$ cat src/rtl/pc_branch_unit.sv
// Fetch-side PC generator: branch resolution, redirect-pending buffer and imem req/ready handshake.
// Optional feature: define MISALIGN_TRAP_EN to redirect misaligned targets to TRAP_PC.
module pc_branch_unit #(
    parameter logic [31:0] RESET_PC = 32'h0000_0000,
    parameter logic [31:0] TRAP_PC  = 32'h0000_0100
) (
    input  logic        clk,
    input  logic        rst_n,
    input  logic        Stall,
    input  logic        Branch,
    input  logic [2:0]  BranchType,
    input  logic        Jump,
    input  logic        JumpReg,
    input  logic [31:0] PCEx,
    input  logic [31:0] ImmExt,
    input  logic [31:0] SrcA,
    input  logic        ZF,
    input  logic        SF,
    input  logic        IReady,
    output logic        IReq,
    output logic [31:0] PC,
    output logic [31:0] PCPlus4,
    output logic        PCSrc,
    output logic        Flush,
    output logic        MisalignErr
);

    typedef enum logic [1:0] {
        ST_IDLE  = 2'b00,
        ST_FETCH = 2'b01,
        ST_STALL = 2'b10
    } state_t;

    state_t      state_q, state_d;
    logic [31:0] pc_q, pc_d;
    logic [31:0] pend_target_q, pend_target_d;
    logic        pend_valid_q, pend_valid_d;
    logic        ireq_q, ireq_d;
    logic        flush_q, flush_d;
    logic        merr_q, merr_d;

    logic        cond_s;
    logic        pcsrc_s;
    logic        capture_s;
    logic        advance_s;
    logic        misalign_s;
    logic [31:0] target_raw_s;
    logic [31:0] target_s;
    logic [31:0] pc_plus4_s;
    logic [31:0] next_pc_s;

    // Branch condition decode and redirect target computation.
    always_comb begin
        cond_s = 1'b0;
        case (BranchType)
            3'b000:  cond_s = ZF;
            3'b001:  cond_s = ~ZF;
            3'b100:  cond_s = SF;
            3'b101:  cond_s = ~SF;
            default: cond_s = 1'b0;
        endcase
        pcsrc_s = Jump | JumpReg | (Branch & cond_s);
        if (JumpReg) begin
            target_raw_s = (SrcA + ImmExt) & 32'hFFFF_FFFE;
        end else begin
            target_raw_s = PCEx + ImmExt;
        end
    end

`ifdef MISALIGN_TRAP_EN
    assign misalign_s = |target_raw_s[1:0];
    assign target_s   = misalign_s ? TRAP_PC : target_raw_s;
`else
    logic unused_trap_s;
    assign unused_trap_s = ^TRAP_PC;
    assign misalign_s    = 1'b0;
    assign target_s      = target_raw_s;
`endif

    // An older pending redirect wins; anything redirecting behind it is wrong-path.
    assign capture_s  = pcsrc_s & ~pend_valid_q;
    assign pc_plus4_s = pc_q + 32'd4;
    assign next_pc_s  = pend_valid_q ? pend_target_q : pc_plus4_s;

    // Fetch FSM next-state and advance decision.
    always_comb begin
        state_d   = state_q;
        advance_s = 1'b0;
        case (state_q)
            ST_IDLE: begin
                state_d = ST_FETCH;
            end
            ST_FETCH: begin
                if (IReady) begin
                    if (Stall) begin
                        state_d = ST_STALL;
                    end else begin
                        advance_s = 1'b1;
                    end
                end else begin
                    state_d = ST_FETCH;
                end
            end
            ST_STALL: begin
                if (!Stall) begin
                    advance_s = 1'b1;
                    state_d   = ST_FETCH;
                end else begin
                    state_d = ST_STALL;
                end
            end
            default: begin
                state_d = ST_IDLE;
            end
        endcase
    end

    // PC, pending-redirect buffer and pulse outputs next-state.
    always_comb begin
        pc_d          = pc_q;
        pend_valid_d  = pend_valid_q | capture_s;
        pend_target_d = pend_target_q;
        if (advance_s) begin
            pc_d         = next_pc_s;
            pend_valid_d = capture_s;
        end else begin
            pc_d = pc_q;
        end
        if (capture_s) begin
            pend_target_d = target_s;
        end else begin
            pend_target_d = pend_target_q;
        end
        flush_d = capture_s;
        merr_d  = capture_s & misalign_s;
        ireq_d  = (state_d == ST_FETCH);
    end

    // State registers; async reset drops IReq immediately.
    always_ff @(posedge clk or negedge rst_n) begin
        if (!rst_n) begin
            state_q       <= ST_IDLE;
            pc_q          <= RESET_PC;
            pend_target_q <= 32'h0000_0000;
            pend_valid_q  <= 1'b0;
            ireq_q        <= 1'b0;
            flush_q       <= 1'b0;
            merr_q        <= 1'b0;
        end else begin
            state_q       <= state_d;
            pc_q          <= pc_d;
            pend_target_q <= pend_target_d;
            pend_valid_q  <= pend_valid_d;
            ireq_q        <= ireq_d;
            flush_q       <= flush_d;
            merr_q        <= merr_d;
        end
    end

    assign IReq        = ireq_q;
    assign PC          = pc_q;
    assign PCPlus4     = pc_plus4_s;
    assign PCSrc       = pcsrc_s;
    assign Flush       = flush_q;
    assign MisalignErr = merr_q;

endmodule

$ cat config.mk
export PLATFORM = sky130hd
export DESIGN_NAME = pc_branch_unit
export DESIGN_NICKNAME = d
export VERILOG_FILES = /design/src/rtl/pc_branch_unit.sv
export SDC_FILE = /design/constraint.sdc
export NUM_CORES = 1
export LEC_CHECK = 0
export BUFFER_PORTS_ARGS = -buffer_cell sky130_fd_sc_hd__clkbuf_2
export CAP_MARGIN = 20
export CELL_PAD_IN_SITES_DETAIL_PLACEMENT = 1
export CELL_PAD_IN_SITES_GLOBAL_PLACEMENT = 2
export CORE_ASPECT_RATIO = 1.25
export CORE_MARGIN = 8
export CORE_UTILIZATION = 28
export DETAILED_ROUTE_END_ITERATION = 7
export PLACE_DENSITY = 0.8
export SYNTH_ARGS = -nofsm -noshare
export SYNTH_HDL_FRONTEND = slang
export SYNTH_SLANG_ARGS = --single-unit
$ cat constraint.sdc
create_clock -name clk -period 2.37 [get_ports clk]
set_input_delay 0.3555 -clock clk [delete_from_list [all_inputs] [get_ports clk]]
set_output_delay 0.3555 -clock clk [all_outputs]
set_load 0.02 [all_outputs]
After elaboration in Yosys (flattened, before gate mapping) --
Index checks and enable logic that the tools add are counted.
Operators by class: order comparisons 0, bitwise gates (word level) 8, muxes and demuxes 11, reductions and logical operators 2, equality and inequality tests 6, add/sub/neg operators 3, shift operators 0, divide/modulo/power cells 0, multiply operators 0
Operators by type and width (count):
- 32-bit adder | 2
- 32-bit 2-to-1 mux | 2
- 32-bit by 3-bit adder with 32-bit output, second input constant | 1
- 3-bit == test, second input constant | 2
- 2-bit 2-to-1 mux | 3
- 2-bit one-hot mux with 3 select lines | 1
- 2-bit by 1-bit == test with 1-bit output, second input constant | 2
- 1-bit one-hot mux with 4 select lines | 1
- 3-bit by 1-bit == test with 1-bit output, second input constant | 1
- 3-bit logical NOT | 1
- 1-bit 2-to-1 mux | 3
- 1-bit NOT | 3
- 1-bit OR | 3
- 1-bit bitwise AND | 2
- 2-bit == test, second input constant | 1
- 2-bit logical NOT | 1
- 1-bit one-hot mux with 2 select lines | 1
Word-level totals: register bits after elaboration 69, memories 0, bits in latches 0, bits in writable memories 0, bits in read-only memories 0

Depth between registers and ports, before layout --
Gate-level depths: netlist (run 1).
depth after elaboration 7, gate-level depth with buffers 12, depth with buffers taken out 12

Worst setup path after synthesis (run 1) --
Ideal clock, no wire load.
path kind input to register, start input port PCEx[0], end register pend_target_q[30], arrival 2930 ps, library setup time 132 ps, slack -692 ps, cell stages on the path 12, required time 2238 ps, cells stage by stage ha_1 -> fa_1 -> a211oi_1 -> nor2_1 -> o31a_1 -> a31oi_4 -> a211oi_2 -> a311oi_4 -> o21ai_2 -> a221oi_2 -> mux2i_1 -> o221ai_2
Between the ends: longest elaborated chain between the ends 2
RTL lines:
- start: declaration | line 14 | input logic [31:0] PCEx,
- 32-bit adder | line 66 | target_raw_s = PCEx + ImmExt;
- 32-bit 2-to-1 mux | line 63 | if (JumpReg) begin
- end signal: assignment | line 152 | pend_target_q <= pend_target_d;
- end: declaration | line 36 | logic [31:0] pend_target_q, pend_target_d;
Every way passes these cells. A chain may end at the register's enable or synchronous reset.

Worst setup path in the final report (run 1) --
start input port SrcA[0], end register pend_target_q[28]
Between the ends: longest elaborated chain between the ends 2
RTL lines:
- start: declaration | line 16 | input logic [31:0] SrcA,
- 32-bit adder | line 64 | target_raw_s = (SrcA + ImmExt) & 32'hFFFF_FFFE;
- 32-bit 2-to-1 mux | line 63
Every way passes these cells.

==> results of run 1 <==
[layer usage]
layer	vias to the layer above	share of wire (%)
li1	4016	-
met1	3991	43
met2	166	51
met3	54	3.1
met4	2	2.5
met5	-	0.042
[per-stage QoR]
step,power (µW),TNS [ns],setup slack (ns)
floorplan,4980,-2.58,-0.607
global placement,6860,-11.68,-0.760
detailed placement,7010,-13.33,-0.833
CTS,9010,-8.06,-0.434
global route,9970,-10.93,-0.499
finish,9330,-7.13,-0.386
[registers in the layout (all words and copies together), names as in the netlist]
register	count
pend_valid_q	1
pend_target_q	32
Flush	1
state_q	2
PC	32
IReq	1
[where the power goes]
group          switching [µW]  total, µW  internal (µW)  leakage, µW
Combinational            3030       5630           2600      0.00479
Sequential                529       2250           1720     0.000854
Clock                     505       1450            949     0.000153
[logic make-up after synthesis]
group,Yosys count
simple gates,263
compound gates,305
buf+inv,57
fa+ha+maj,68
xor+xnor,80
flops,69
other cells,1
mux,21
[Yosys cell counts, drive strengths merged (3+ instances only)]
cell type  instances
o22ai              5
nand4              7
ha                66
nor4               3
a2111oi            5
o21a              10
xnor2             44
buf                7
xor2              36
and3              14
and4               3
or3                4
nand3             25
nor3b              3
clkbuf            36
o31ai              4
a31oi             19
a21oi             72
nand2b             7
nor3              20
nor2              67
inv               14
dfrtp             69
o21ai            102
nand2             89
o221ai             3
a21o              30
a211oi            15
mux2i             19
and2               5
nor2b             13
o21bai             4
o211ai             6
a22oi              9
[repair_timing]
action / CTS / global route
gates cloned: 0 / 0
buffers inserted: 38 / 34
setup endpoints to repair: 39 / 50
pin swaps: 81 / 80
hold endpoints to repair: 13 / 0
hold buffers: 1 / 0
gates resized for setup: 147 / 106
[worst max-delay path: cells and delay by family]
family	cells	cell delay, ns
AO/OA/AOI/OAI	7	1.60
XOR/XNOR	1	0.18
adder cells (fa/ha/maj)	1	0.36
buffers and inverters	1	0.09
AND/OR/NAND/NOR	3	0.38
[path summary, 6_finish.rpt]
path / end / slack (ns) / cells after the start
min reg2reg: pend_target_q[0]$_DFFE_PN0P_ / 0.48 / 2
max: pend_target_q[28]$_DFFE_PN0P_ / -0.39 / 13
min in group asynchronous: PC[25]$_DFFE_PN0P_ / 0.50 / 2
max reg2reg: PC[17]$_DFFE_PN0P_ / 0.02 / 13
min: pend_target_q[0]$_DFFE_PN0P_ / 0.39 / 4
max in group asynchronous: pend_valid_q$_DFF_PN0_ / 1.14 / 4
[final cells by class]
type                    count  area, µm²
fillers                  2880      12400
multi-input cells         738       6130
repair buffers            458       3370
flip-flops and latches     69       1730
well taps                 330        413
clock buffers              12        246
clock inverters             4       72.6
inverters                  14       52.6
==> out/summary.md, run 1 <==
• **result of the run** finished, violations left
• **failing checks** setup timing
• **maximum number of pins on one net before global-route repair** 71
• **routing layer with the top usage in global route** met2
• **count of flip-flops with a built-in enable after synthesis** 0
• **via count of the first global-routing pass** 9010
• **count of TritonRoute iterations in the first routing pass** 4
• **endpoints failing hold** 0
• **non-filler instance count after layout** 1625
• **startpoint of the most critical hold path** ImmExt[0]
• **final-stage net count** 1466
• **met2 capacity usage during global routing** 35.3%
• **cells taking the most area after synthesis** sky130_fd_sc_hd__dfrtp_1 (25%), sky130_fd_sc_hd__ha_1 (12%), sky130_fd_sc_hd__o21ai_0 (7.1%)
• **Syn. warnings** 0
• **cell taking the most area after synthesis** sky130_fd_sc_hd__dfrtp_1
• **highest cell delay on the worst timing path** 0.36 ns
• **largest family of logic cells by synthesized area** compound AO/OA/AOI/OAI gates
• **Final Hold Slack** 0.393 ns
• **met3 Track Usage GR** 2.34%
• **leakage** 0.00580 µW
• **vias per std cell** 5.06
• **count of max-cap constraint violations** 0
• **Post-Route WL** 30800 µm
• **clock tree root driver cell** sky130_fd_sc_hd__clkbuf_16
• **WL per Instance** 18.9 µm
• **Worst setup EP type** flip-flop
• **number of cells in the design after placement** 1543
• **post-synthesis area per instance** 8.05 µm²
• **Final Core Density** 49.2%
• **path category of the worst min-delay check** primary input to flip-flop
• **simple logic cell fraction of the synthesized area** 17.6%
• **sequential fraction of the synthesis area** 24.8%
• **First DRT Iteration DRCs** 265
• **post-route DRC violation count** 0
• **number of antenna violations at the first check in global routing** 1
• **Bufs on Longest Clock Path** 2
• **Max IR drop VDD** 0.338 mV
• **overall die area** 30200 µm²
• **data required time of the worst path** 2.58 ns
• **overall via count from detail_route** 8229
• **wire length of the first global-routing pass** 47600 µm
• **timing-limited maximum frequency** 0.363 GHz
• **highest-count cells in the layout ignoring fill and taps** sky130_fd_sc_hd__buf_4 (260), sky130_fd_sc_hd__clkbuf_2 (142), sky130_fd_sc_hd__nand2_1 (79), sky130_fd_sc_hd__o21ai_0 (70), sky130_fd_sc_hd__dfrtp_1 (64)
• **area share of the largest cell type after synthesis** 24.8%
• **dominant synthesized flop cell** sky130_fd_sc_hd__dfrtp_1
• **Max Transition Viols Final** 0
• **shortest period the worst path allows** 2.76 ns
• **fin crit share** 116%
• **vertical die dimension** 192 µm
• **fraction of registers with async set/reset** 100%
• **crit path from** SrcA[0]
• **I/O pin count** 176
• **met1 track utilization from global routing** 23.9%
• **Max stage delay cell, worst path** sky130_fd_sc_hd__fa_2
• **CTS sink cnt** 69
• **setup clock skew after layout** 0.00767 ns
• **most common cell after layout, fill and taps aside** sky130_fd_sc_hd__buf_4
• **Post-Syn Instances** 864
• **site row count** 64
• **routability congestion estimate** 0.881
• **Detailed Place HPWL** 23400 µm
• **synthesized net count** 1040
• **CTS tree** built
• **Seq cells post-synth** 69
• **horizontal extent of the die** 157 µm
• **slew of the pin with the lowest slew margin** 0.786 ns
• **share of the synthesized area in compound gates (AO/OA/AOI/OAI)** 28.6%
• **insertion delay of the later-clocked pin in the worst-skew pair** 0.33 ns
• **clock buffer count from CTS** 9
• **Buffers on Ports** 174
• **chain of cells forming the critical path** buf_6 > and2_4 > fa_2 > a211o_1 > a2111oi_4 > o22ai_2 > and3_4 > o21bai_4 > a21oi_4 > a221oi_2 > xor2_1 > nor2_1 > a221o_1
• **Distinct cells, synth** 68
• **Slew Limit Headroom** 47.6%
• **Reg-to-Reg Start** PC[3]$_DFFE_PN0P_
• **Total Routing Usage GR** 19.6%
• **H-Tree Level Count** 3
• **Antenna Diode Count** 0
• **power density over cell area** 776 nW/µm²
• **fraction of final layout cells sized beyond drive strength 1** 48.8%
• **cell area after synthesis** 6950 µm²
• **share of cell area taken by muxes after synthesis** 3.06%
• **final worst slack** -0.386 ns
• **CP arrival** 2.97 ns
• **clock slew seen by the registers of the worst setup and hold paths** 0.06 ns
• **parity-gate share of the synthesized area counting xor and xnor cells** 10.1%
• **GRT overflow** 0
• **CP startpoint kind** primary input
• **Floorplan Core Area** 24400 µm²
• **synth-to-layout area growth** 72.9%
• **initial standard-cell utilization of the core** 28.5%
• **post-route antenna net violation count** 0
• **kind of critical path** primary input to flip-flop
• **Post-DP Area** 10100 µm²
• **unrepaired setup endpoints after global routing** true
• **Max FO, Critical Path** 3
• **area of all placed cells without fillers** 12000 µm²
• **setup-violating endpoint count in the final report** 33
• **adder and majority gate portion of the synthesized area** 12.5%
(Power assumes the default switching activity.)
==> inputs of run 2 (changes only) <==
ABC_AREA = 1   (was not set)
CORE_UTILIZATION = 26   (was 28)
PLACE_DENSITY = 0.82   (was 0.8)
==> out/summary.md, run 2 <==
• **CTS sink cnt** 69
• **GRT overflow** 0
• **Worst setup EP type** output port
• **shortest period the worst path allows** 2.46 ns
• **setup clock skew after layout** 0.00460 ns
• **cell types with the highest counts after synthesis** sky130_fd_sc_hd__nand2_1 (628), sky130_fd_sc_hd__inv_1 (261), sky130_fd_sc_hd__nand3_1 (102)
• **cells taking the most area after synthesis** sky130_fd_sc_hd__nand2_1 (28%), sky130_fd_sc_hd__dfrtp_1 (20%), sky130_fd_sc_hd__inv_1 (12%)
• **wire length of the first global-routing pass** 55000 µm
• **I/O pin count** 176
• **Post-DP Area** 10000 µm²
• **clock tree root driver cell** sky130_fd_sc_hd__clkbuf_16
• **site row count** 74
• **Max FO, Critical Path** 5
• **insertion delay of the later-clocked pin in the worst-skew pair** 0.32 ns
• **path category of the worst min-delay check** primary input to flip-flop
• **CTS tree** built
• **Slew Limit Headroom** 65.6%
• **Total Routing Usage GR** 17.9%
• **highest-count cells in the layout ignoring fill and taps** sky130_fd_sc_hd__nand2_1 (627), sky130_fd_sc_hd__inv_1 (260), sky130_fd_sc_hd__clkbuf_2 (160), sky130_fd_sc_hd__nor2_1 (100), sky130_fd_sc_hd__nand3_1 (99)
• **slew of the pin with the lowest slew margin** 0.516 ns
• **First DRT Iteration DRCs** 405
• **synthesized net count** 1662
• **failing checks** setup timing
• **routability congestion estimate** 0.871
• **maximum number of pins on one net before global-route repair** 41
• **count of TritonRoute iterations in the first routing pass** 5
• **clock buffer count from CTS** 9
• **Buffers on Ports** 174
• **clock slew seen by the registers of the worst setup and hold paths** 0.06 ns
• **cell seen most often among critical-path stages** sky130_fd_sc_hd__nand3_2
• **Post-Syn Instances** 1486
• **chain of cells forming the critical path** ha_2 > nand3_2 > nor2_2 > nand2_2 > nor3_4 > nand3_2 > nor2_4 > xor2_2 > clkbuf_8
• **overall die area** 38600 µm²
• **area share of the largest cell type after synthesis** 27.9%
• **vias per std cell** 4.66
• **power density over cell area** 756 nW/µm²
• **unrepaired setup endpoints after global routing** true
• **post-synthesis area per instance** 5.69 µm²
• **vertical die dimension** 218 µm
• **fraction of registers with async set/reset** 100%
• **kind of cell adding the most delay to the critical path** simple AND/OR/NAND/NOR gates
• **final-stage net count** 1892
• **Max Transition Viols Final** 0
• **horizontal extent of the die** 177 µm
• **kind of critical path** flip-flop to output port
• **highest cell delay on the worst timing path** 0.36 ns
• **Bufs on Longest Clock Path** 2
• **worst setup slack after placement** -0.0669 ns
• **post-route antenna net violation count** 0
• **Max IR drop VDD** 0.471 mV
• **most frequently used cell type in the post-synthesis netlist** sky130_fd_sc_hd__nand2_1
• **post-route DRC violation count** 0
• **Antenna Diode Count** 0
• **Seq cells post-synth** 69
• **cell area after synthesis** 8460 µm²
• **initial standard-cell utilization of the core** 26.1%
• **final worst slack** -0.0913 ns
• **Syn. warnings** 0
• **Post-Route WL** 35200 µm
• **flop2flop setup slack** 0.29 ns
• **number of antenna violations at the first check in global routing** 0
• **Total Power Consumption** 8170 µW
• **area of all placed cells without fillers** 10800 µm²
• **sequential fraction of the synthesis area** 20.4%
• **Distinct cells, synth** 42
• **fin crit share** 104%
• **synth-to-layout area growth** 27.8%
• **number of buffer and inverter instances along the worst setup path** 1
• **CP startpoint kind** flip-flop
• **Max stage delay cell, worst path** sky130_fd_sc_hd__dfrtp_1
• **Post-Route Setup TNS** -0.254 ns
• **endpoints failing hold** 0
• **H-Tree Level Count** 3
• **setup-violating endpoint count in the final report** 7
• **fraction of final layout cells sized beyond drive strength 1** 17.8%
• **WL per Instance** 16.5 µm
• **Detailed Place HPWL** 30100 µm
• **via count of the first global-routing pass** 10600
• **cell taking the most area after synthesis** sky130_fd_sc_hd__nand2_1
• **overall via count from detail_route** 9972
• **data required time of the worst path** 2.01 ns
• **timing-limited maximum frequency** 0.406 GHz
• **count of flip-flops with a built-in enable after synthesis** 0
• **count of max-cap constraint violations** 0
• **dominant synthesized flop cell** sky130_fd_sc_hd__dfrtp_1
• **Floorplan Core Area** 32400 µm²
• **result of the run** finished, violations left
• **CP arrival** 2.11 ns
• **leakage** 0.00646 µW
• **most common cell after layout, fill and taps aside** sky130_fd_sc_hd__nand2_1
[run 2: cell types whose count changed after synthesis, moves of 11 or more]
cell	before	now
sky130_fd_sc_hd__and3_1	13	2
sky130_fd_sc_hd__xor2_1	36	25
sky130_fd_sc_hd__inv_1	14	261
sky130_fd_sc_hd__nor2_1	67	101
sky130_fd_sc_hd__a31oi_1	18	1
sky130_fd_sc_hd__mux2i_1	19	0
sky130_fd_sc_hd__nand3_1	25	102
sky130_fd_sc_hd__a211oi_1	14	0
sky130_fd_sc_hd__nor2b_1	13	0
sky130_fd_sc_hd__nand2_1	89	628
sky130_fd_sc_hd__xnor2_1	44	10
sky130_fd_sc_hd__o21ai_0	98	37
sky130_fd_sc_hd__clkbuf_1	36	7
sky130_fd_sc_hd__a21o_1	30	1
[run 2: power by group]
part	total [µW]	switching (µW)	internal [µW]
Sequential	2300	586	1710
Combinational	4540	2840	1710
Clock	1330	513	813
Total	8170	3940	4230
[run 2: layout make-up]
cell class	instances	area (µm²)
Fill cell	4399	21600
Multi-Input combinational cell	1134	5820
Sequential cell	69	1740
Timing Repair Buffer	240	1450
Inverter	262	983
Tap cell	418	523
Clock buffer	10	229
Clock inverter	6	63.8
[run 2: final timing paths]
kind,startpoint,end,depth (start not counted)
max,PC[2]$_DFFE_PN0P_,PCPlus4[26],9
min,Stall,state_q[0]$_DFF_PN0_,4
max reg2reg,PC[2]$_DFFE_PN0P_,PC[22]$_DFFE_PN0P_,13
min reg2reg,pend_target_q[4]$_DFFE_PN0P_,pend_target_q[4]$_DFFE_PN0P_,2
max in group asynchronous,rst_n,PC[20]$_DFFE_PN0P_,3
min in group asynchronous,rst_n,PC[10]$_DFFE_PN0P_,2
[run 2: metrics by stage]
step | util, % | hold slack, ns | cells
after floorplan | - | 0.0599 | 1486
after global placement | 30.9 | 0.222 | 2089
after detailed placement | 30.9 | 0.221 | 2089
after CTS | 32.8 | 0.379 | 2126
after global routing | 33.4 | 0.424 | 2139
final | 33.4 | 0.389 | 2139
[run 2: cell families after synthesis]
| kind of cell | after synthesis | synth area share, % |
|---|---|---|
| xor+xnor | 37 | 4.01 |
| flops | 69 | 20.4 |
| buf+inv | 283 | 12.8 |
| compound gates | 136 | 9.14 |
| simple gates | 892 | 43.4 |
| other cells | 1 | 0.0443 |
| fa+ha+maj | 68 | 10.2 |
[run 2: tightest hold or removal path: stages]
cell	delay (ns)
sky130_fd_sc_hd__clkbuf_2	0.09
sky130_fd_sc_hd__inv_1	0.05
sky130_fd_sc_hd__nand2_1	0.06
sky130_fd_sc_hd__a31oi_1	0.11
[run 2: metal layers]
layer / vias up / share of wire, % / GRT usage, %
met5: - / 0 / 0
met4: 0 / 1.2 / 3.31
met3: 30 / 2.8 / 1.51
met2: 151 / 53 / 34.7
met1: 4736 / 43 / 20.8
li1: 5055 / - / -
[run 2: what timing repair did]
action                                  in CTS  in global routing
hold buffers                                 1                  0
gates resized for setup                     37                 31
setup buffers                               20                 13
pin swaps                                   10                 16
hold endpoints to repair                     6                  0
endpoints found under the setup margin      17                 18
==> inputs of run 3 (changes only) <==
CORE_ASPECT_RATIO = not set   (was 1.25)
PLACE_DENSITY = 0.85   (was 0.82)
==> out/summary.md, run 3 (synthesized netlist as in run 2, its figures left out) <==
• **Max Transition Viols Final** 0
• **Final Core Density** 33.9%
• **site row count** 66
• **First DRT Iteration DRCs** 399
• **overall via count from detail_route** 10100
• **Floorplan Core Area** 32300 µm²
• **CTS tree** built
• **P_sw** 4070 µW
• **Antenna Diode Count** 0
• **number of cells in the design after placement** 2117
• **Detailed Place HPWL** 30900 µm
• **number of antenna violations at the first check in global routing** 0
• **slew of the pin with the lowest slew margin** 0.765 ns
• **clock buffer count from CTS** 9
• **highest cell delay on the worst timing path** 0.46 ns
• **timing-limited maximum frequency** 0.394 GHz
• **insertion delay of the later-clocked pin in the worst-skew pair** 0.34 ns
• **WL per Instance** 16.8 µm
• **data required time of the worst path** 2.01 ns
• **number of buffer and inverter instances along the worst setup path** 1
• **CP arrival** 2.18 ns
• **fraction of power consumed by the clock network** 16.8%
• **Bufs on Longest Clock Path** 2
• **part of the total power dissipated in sequential elements** 27.1%
• **Final Hold Slack** 0.0827 ns
• **result of the run** finished, violations left
• **Comb power frac** 56.2%
• **vertical die dimension** 196 µm
• **fraction of final layout cells sized beyond drive strength 1** 18.0%
• **Post-Route WL** 36500 µm
• **leakage** 0.00652 µW
• **non-filler instance count after layout** 2170
• **Total Routing Usage GR** 18.6%
• **path category of the worst min-delay check** primary input to asynchronous set/reset pin
• **endpoints failing hold** 0
• **worst setup slack after placement** -0.0491 ns
• **count of TritonRoute iterations in the first routing pass** 5
• **initial standard-cell utilization of the core** 26.2%
• **I/O pin count** 176
• **Worst setup EP type** output port
• **# hold bufs at CTS** 0
• **GRT overflow** 0
• **wire length of the first global-routing pass** 57700 µm
• **Post-Route Setup TNS** -0.347 ns
• **overall die area** 38600 µm²
• **Slew Limit Headroom** 49.0%
• **post-route antenna net violation count** 0
• **clock slew seen by the registers of the worst setup and hold paths** 0.06 ns
• **power density over cell area** 775 nW/µm²
• **CP startpoint kind** flip-flop
• **unrepaired setup endpoints after global routing** true
• **kind of critical path** flip-flop to output port
• **via count of the first global-routing pass** 10800
• **maximum number of pins on one net before global-route repair** 37
• **setup-violating endpoint count in the final report** 6
• **highest-count cells in the layout ignoring fill and taps** sky130_fd_sc_hd__nand2_1 (628), sky130_fd_sc_hd__inv_1 (260), sky130_fd_sc_hd__clkbuf_2 (159), sky130_fd_sc_hd__nor2_1 (99), sky130_fd_sc_hd__nand3_1 (98)
• **post-route DRC violation count** 0
• **Max IR drop VDD** 0.427 mV
• **final-stage net count** 1899
• **vias per std cell** 4.66
• **chain of cells forming the critical path** nand2_1 > nor3_1 > nand4_1 > nor2_4 > xor2_2 > clkbuf_8
• **internal cell power** 4420 µW
• **sw frac** 47.9%
• **horizontal extent of the die** 196 µm
• **CTS sink cnt** 69
• **clock tree root driver cell** sky130_fd_sc_hd__clkbuf_16
• **final worst slack** -0.167 ns
• **kind of cell adding the most delay to the critical path** simple AND/OR/NAND/NOR gates
• **Max FO, Critical Path** 5
• **Max stage delay cell, worst path** sky130_fd_sc_hd__dfrtp_1
• **H-Tree Level Count** 3
• **routability congestion estimate** 0.928
• **shortest period the worst path allows** 2.54 ns
• **fin crit share** 107%
• **failing checks** setup timing
• **count of max-cap constraint violations** 0
• **setup clock skew after layout** 0.00524 ns
• **synth-to-layout area growth** 29.5%
• **Buffers on Ports** 174
• **most common cell after layout, fill and taps aside** sky130_fd_sc_hd__nand2_1
-- run 3: cell count changes in the layout (fill, tap and decap cells not counted), sizes merged --
cell / delta
clkbuf: +3
clkinv: -2
buf: +8
clkinvlp: -1
dlygate4sd3: -1
-- run 3: timing repair --
action,4_1_cts,5_1_grt
endpoints found under the setup margin,16,17
resized for setup,40,30
pin swaps,13,18
gates cloned,0,0
setup buffers,21,17
-- run 3: per-stage QoR --
stage / instance area [µm²] / power (µW)
floorplan: 8460 / 4780
global placement: 10100 / 6430
detailed placement: 10100 / 6550
CTS: 10700 / 8340
global route: 11000 / 9130
finish: 11000 / 8490
-- run 3: worst reg2reg max path, stage by stage (launching register included) --
cell and delay (ns):
sky130_fd_sc_hd__dfrtp_1 0.40, sky130_fd_sc_hd__inv_1 0.12, sky130_fd_sc_hd__ha_1 0.20, sky130_fd_sc_hd__inv_1 0.05, sky130_fd_sc_hd__nand2_1 0.07, sky130_fd_sc_hd__nand3_1 0.25
sky130_fd_sc_hd__nor2_1 0.18, sky130_fd_sc_hd__buf_4 0.32, sky130_fd_sc_hd__inv_1 0.21, sky130_fd_sc_hd__o21ai_0 0.24
-- run 3: power by group through the flow --
| stage | logic, µW | registers [µW] | clock network [µW] |
|---|---|---|---|
| 2_1_floorplan | 2390 | 2390 | 0 |
| 3_3_place_gp | 4190 | 2240 | 0 |
| 3_5_place_dp | 4280 | 2280 | 0 |
| 4_1_cts | 4600 | 2280 | 1460 |
| 5_1_grt | 5270 | 2370 | 1500 |
| 6_report | 4770 | 2300 | 1420 |
-- run 3: cell type report --
class                   instances  area, µm²
well taps                     442        553
fillers                      4350      21300
clock inverters                 3       42.5
flip-flops and latches         69       1740
multi-input cells            1134       5840
inverters                     262        986
repair buffers                247       1530
clock buffers                  13        270
-- run 3: path summary, 6_finish.rpt --
path | start | end | slack, ns | cells after the start
max in group asynchronous | rst_n | PC[7]$_DFFE_PN0P_ | 1.60 | 2
worst min register to register | pend_target_q[10]$_DFFE_PN0P_ | pend_target_q[10]$_DFFE_PN0P_ | 0.48 | 2
worst max-delay path | PC[24]$_DFFE_PN0P_ | PCPlus4[31] | -0.17 | 6
worst min-delay path | rst_n | PC[0]$_DFFE_PN0P_ | 0.08 | 1
worst max register to register | state_q[0]$_DFF_PN0_ | PC[12]$_DFFE_PN0P_ | 0.25 | 9
min in group clk | Stall | state_q[0]$_DFF_PN0_ | 0.39 | 4
-- run 3: routing by layer --
| metal | GRT usage [%] | up-vias | share of wire [%] |
|---|---|---|---|
| met1 | 24.0 | 4845 | 47 |
| met3 | 2.73 | 30 | 4.0 |
| li1 | - | 5072 | - |
| met5 | 0 | - | 0 |
| met4 | 3.59 | 0 | 1.3 |
| met2 | 32.7 | 174 | 48 |
